==> src/rtl/systolic_pkg.sv <==
// Shared types and defaults for the systolic array edge feeders.
package systolic_pkg;
  localparam int DEF_UWIDTH = 2;

  typedef enum logic [1:0] {
    S_IDLE   = 2'd0,
    S_STREAM = 2'd1,
    S_FLUSH  = 2'd2,
    S_DONE   = 2'd3
  } feeder_state_t;
endpackage

==> src/rtl/skew_delay_line.sv <==
// Fixed-depth shift register for one feeder lane; bubbles shift in zeros.
module skew_delay_line #(
  parameter int UWIDTH = 2,
  parameter int DEPTH  = 1
) (
  input  logic              clk,
  input  logic              reset,
  input  logic              bubble_i,
  input  logic [UWIDTH-1:0] din_i,
  output logic [UWIDTH-1:0] dout_o
);
  logic [DEPTH-1:0][UWIDTH-1:0] pipe_q;

  always_ff @(posedge clk) begin
    if (reset) begin
      pipe_q <= '0;
    end else begin
      pipe_q[0] <= bubble_i ? '0 : din_i;
      for (int k = 1; k < DEPTH; k++) pipe_q[k] <= pipe_q[k-1];
    end
  end

  assign dout_o = pipe_q[DEPTH-1];
endmodule

==> src/rtl/systolic_skew_feeder.sv <==
// Skews operand beats onto a systolic array edge: lane i delayed by i+1 cycles.
module systolic_skew_feeder
  import systolic_pkg::*;
#(
  parameter int N      = 4,
  parameter int UWIDTH = DEF_UWIDTH,
  parameter int CWIDTH = 8
) (
  input  logic                     clk,
  input  logic                     reset,
  input  logic                     in_valid,
  output logic                     in_ready,
  input  logic [N-1:0][UWIDTH-1:0] in_data,
  input  logic                     in_last,
  output logic [N-1:0][UWIDTH-1:0] edge_out,
  output logic                     busy,
  output logic                     done,
  output logic [CWIDTH-1:0]        beat_count
);
  localparam int FW = (N > 2) ? $clog2(N) : 1;
  // FLUSH lasts N-1 cycles, but never less than one.
  localparam logic [FW-1:0] FLUSH_LAST = FW'((N > 1) ? N - 2 : 0);

  feeder_state_t     state_q;
  logic [FW-1:0]     flush_q;
  logic [CWIDTH-1:0] count_q;
  logic              accept;

  assign in_ready   = (state_q == S_IDLE) || (state_q == S_STREAM);
  assign busy       = (state_q != S_IDLE);
  assign done       = (state_q == S_DONE);
  assign beat_count = count_q;
  assign accept     = in_valid && in_ready;

  always_ff @(posedge clk) begin
    if (reset) begin
      state_q <= S_IDLE;
      flush_q <= '0;
      count_q <= '0;
    end else begin
      case (state_q)
        S_IDLE: if (accept) begin
          count_q <= CWIDTH'(1);
          flush_q <= '0;
          state_q <= in_last ? S_FLUSH : S_STREAM;
        end
        S_STREAM: if (accept) begin
          if (count_q != '1) count_q <= count_q + 1'b1;
          if (in_last) begin
            flush_q <= '0;
            state_q <= S_FLUSH;
          end
        end
        S_FLUSH: begin
          if (flush_q == FLUSH_LAST) state_q <= S_DONE;
          else                       flush_q <= flush_q + 1'b1;
        end
        S_DONE:  state_q <= S_IDLE;
        default: state_q <= S_IDLE;
      endcase
    end
  end

  for (genvar i = 0; i < N; i++) begin : g_lane
    skew_delay_line #(.UWIDTH(UWIDTH), .DEPTH(i + 1)) u_dl (
      .clk      (clk),
      .reset    (reset),
      .bubble_i (!accept),
      .din_i    (in_data[i]),
      .dout_o   (edge_out[i])
    );
  end
endmodule

==> config.mk <==
export PLATFORM = sky130hd
export DESIGN_NAME = systolic_skew_feeder
export DESIGN_NICKNAME = d
export VERILOG_FILES = /design/src/rtl/systolic_pkg.sv /design/src/rtl/skew_delay_line.sv /design/src/rtl/systolic_skew_feeder.sv
export SDC_FILE = /design/constraint.sdc
export NUM_CORES = 1
export LEC_CHECK = 0
export CORE_AREA = 2 2 58 60
export DETAILED_ROUTE_END_ITERATION = 6
export DIE_AREA = 0 0 60 62
export HOLD_SLACK_MARGIN = 0.12
export PLACE_DENSITY = 0.7
export SLEW_MARGIN = 25
export SYNTH_ARGS = -nofsm -noshare
export SYNTH_HDL_FRONTEND = slang
export SYNTH_SLANG_ARGS = --single-unit
==> constraint.sdc <==
create_clock -name clk -period 4.5 [get_ports clk]
set_input_delay 0.9 -clock clk [delete_from_list [all_inputs] [get_ports clk]]
set_output_delay 0.9 -clock clk [all_outputs]
set_load 0.02 [all_outputs]
==> summary.md <==
| Metric | Value |
|---|---|
| Status | `finished clean` |
| Synth Register Bits | `32` |
| Top-count cell post-synth | `dfxtp_1` |
| Pint | `540.3 uW` |
| Synth unique cells | `38` |
| Clock Sinks | `32` |
| Clk pwr share | `a little over a quarter` |
| FF-to-FF path depth | `6` |
| Share of power burned in registers | `approximately two fifths` |
| DRC viols | `0` |
| Kind of critical path | `reg2out` |
| Slew margin rel. | `about two fifths` |
| Core ar. | `about 3200 um^2` |
| CTS-repair resized insts | `0` |
| Final ANT Viol Nets | `0` |
| Clock Skew | `approximately 7.5 ps` |
| Longest Clk Path Bufs | `2` |
| Initial antenna violation count | `0` |
| Worst slew pin tran | `~900 ps` |
| Min Hold Slack | `440.5 ps` |
| Starting Density | `42.07%` |
| RePlAce Congestion | `a little over 0.7` |
| Commonest cells in the netlist | `32 x dfxtp_1, 13 x nor2b_1, 8 x and2_1, 8 x inv_1` |
| # diodes | `0` |
| Syn. warnings | `0` |
| Pwr/cell area | `between 400 and 500 nW/um^2` |
| Critical Path Source Type | `flip-flop` |
| Max cap viols | `0` |
| Main flop type after synthesis | `dfxtp_1` |
| R2R Path End | `beat_count[3]` |
| Layout area overhead | `28.16%` |
| RSZ-0062 raised after global routing | `false` |
| Num rows | `21` |
| CTS clock-pin slew for the worst setup and hold paths | `~100 ps` |
| Post-synthesis sequential area ratio | `47.90%` |
| Ratio of cells with drive above 1 in the final layout | `8.537%` |
| Synth Net Count | `approximately 150` |
| CTS tree | `built` |
| Leakage | `between 0.0006 and 0.0007 uW` |
| Final period util | `around 64%` |
| Tmin final | `between 2000 and 3000 ps` |
| Post-synth EDFFs | `0` |
| Switch Pwr | `~250 uW` |
| DIE AREA | `roughly 3700 um^2` |
| Hold Crit Class | `reg2reg` |
| Synth async-reset ratio | `0%` |
| Setup crit end kind | `output port` |
| Area fraction of the dominant cell type after synthesis | `between 40% and 50%` |
| Fmax | `~350 MHz` |
| Max Transition Viols Final | `0` |
| CTS Buf Count | `5` |
| Reg2reg setup slack | `around 2600 ps` |
| Final wirelength | `about 2.4 mm` |
| Final Hold Fails | `0` |
| Largest net degree at the start of global routing | `27` |
| Met1 Use GR | `15.94%` |
| Syn Inst Count | `roughly 140` |
| Worst Setup SP | `state_q[1]` |
| End point of the critical path | `in_ready` |
| I/O pin total | `31` |
| IO Port Bufs | `30` |
| Crit path DAT | `2000 ps` |
| Worst Path Required | `around 3600 ps` |
| Clock latency on the worst-skew pair | `330 ps` |
| Drt initial violations | `15` |
| First-pass DRT Iterations | `4` |
| GRT busiest layer | `met2` |
| Sw Ratio | `31.46%` |
| Synthesized area | `~1300 um^2` |
| Vias per cell | `approximately 4.9` |
| Peak supply drop | `~0.26 mV` |
| Nets | `about 180` |
| Synth area leader | `dfxtp_1` |
| Setup_tns | `0 ps` |
| Gr usage total | `14.72%` |
| DIE HEIGHT | `roughly 62 um` |
| Hold-fix buffer count after cts | `0` |
| Postcts setup bufs | `0` |
| Vias in the first global route | `952` |
| Vias | `~1,000` |
| Combinational Power Share | `31.9%` |
| First-pass GRT wire length | `~3.9 mm` |
| Fin util | `between 50% and 60%` |
| Met2 global-route usage | `approximately a quarter` |
| Grt ovf | `0` |
| Routing usage on met3 | `roughly 6.8%` |
| Die width | `approximately 60 um` |
| Syn Area/Cell | `9.835 um^2` |
| H-Tree Depth | `2` |
| # setup viols final | `0` |
| DP Wirelength | `approximately 1.8 mm` |
| Top post-synthesis cells by area | `dfxtp_1 48%, nor2b_1 6.1%, ha_1 5.6%, and2_1 3.7%, buf_4 3.4%` |
| Max Fanout on Critical Path | `14` |
| Clk root buf | `clkbuf_4` |
| Routed len/inst | `approximately 11 um` |
| Launch point of the worst reg-to-reg path | `state_q[1]` |
[critical path: stages, from the launching register on]
cell             delay (ps)
dfxtp_1                 360
inv_1                    90
ha_1                    450
or2_1                   170
clkdlybuf4s50_1         610
[metal layers]
| metal | part of all wire [%] | routed length, um |
|---|---|---|
| met5 | 0 | 0 |
| met4 | 1.3 | 31 |
| met3 | 4.4 | 105 |
| met2 | 52 | 1249 |
| met1 | 42 | 1013 |
[power by group through the flow]
stage / Clock [uW] / Combinational (uW) / Sequential, uW
final: 211 / 251 / 326
after floorplan: 0 / 171 / 335
after detailed placement: 0 / 251 / 333
after global placement: 0 / 244 / 331
after CTS: 218 / 253 / 326
after global routing: 232 / 277 / 330
[layout by cell type (no fill, tap or decap), types with 2 or more instances in the layout]
cell | synthesis | routed
o21ai_1 | 2 | 2
nor4_1 | 2 | 2
clkbuf_4 | 0 | 5
dfxtp_1 | 32 | 32
nor2b_1 | 13 | 13
and2_1 | 8 | 8
nor2_1 | 5 | 5
nand2b_1 | 4 | 4
nand2_1 | 5 | 5
a21o_1 | 3 | 3
a31oi_1 | 2 | 2
nor3_1 | 4 | 4
ha_1 | 6 | 6
nand3_1 | 6 | 6
clkdlybuf4s50_1 | 0 | 30
inv_1 | 8 | 8
a21oi_1 | 2 | 2
mux2i_1 | 4 | 4
o2bb2ai_1 | 2 | 2
[layout make-up]
type / count / area [um^2]
Fill cell: 293 / 1465
Sequential cell: 32 / 640.6
Multi-Input combinational cell: 86 / 605.6
Timing Repair Buffer: 30 / 300.3
Tap cell: 46 / 57.56
Clock inverter: 3 / 42.54
Clock buffer: 5 / 37.54
Inverter: 8 / 30.03
[state kept, by name (all words and copies together) (netlist names)]
register / flops
g_lane.u_dl.dout_o: 8
g_lane.u_dl.pipe_q: 12
beat_count: 8
flush_q: 2
state_q: 2
[stage by stage]
stage,power [uW],setup slack [ps],instances,instance area (um^2)
floorplan,506.1,2497,136,1338
global placement,574.8,1853,202,1634
detailed placement,583.8,1792,202,1634
CTS,796.2,1569,210,1714
global route,839.0,1486,210,1714
finish,788.3,1604,210,1714
[worst min-delay path by stage]
| stage | to | startpoint | cells past startpoint |
|---|---|---|---|
| finish | g_lane[3].u_dl.dout_o[0] | g_lane[3].u_dl.pipe_q[4] | 1 |
| CTS | g_lane[3].u_dl.dout_o[0] | g_lane[3].u_dl.pipe_q[4] | 1 |
| global placement | g_lane[2].u_dl.dout_o[0] | g_lane[2].u_dl.pipe_q[2] | 1 |
| detailed placement | g_lane[1].u_dl.dout_o[0] | g_lane[1].u_dl.pipe_q[0] | 1 |
| floorplan | g_lane[1].u_dl.dout_o[0] | g_lane[1].u_dl.pipe_q[0] | 1 |
| global route | g_lane[3].u_dl.pipe_q[2] | g_lane[3].u_dl.pipe_q[0] | 1 |
[kinds of logic (layout without fill, tap and decap cells)]
kind of cell	Yosys count	in the layout	synth area share, %
AND/OR/NAND/NOR	55	55	23.67
flip-flops	32	32	47.89
AO/OA/AOI/OAI	21	21	13.00
buffers and inverters	18	46	6.828
adder cells (fa/ha/maj)	6	6	5.613
multiplexers	4	4	2.994
Note: power is estimated with default switching activity, not from simulation.
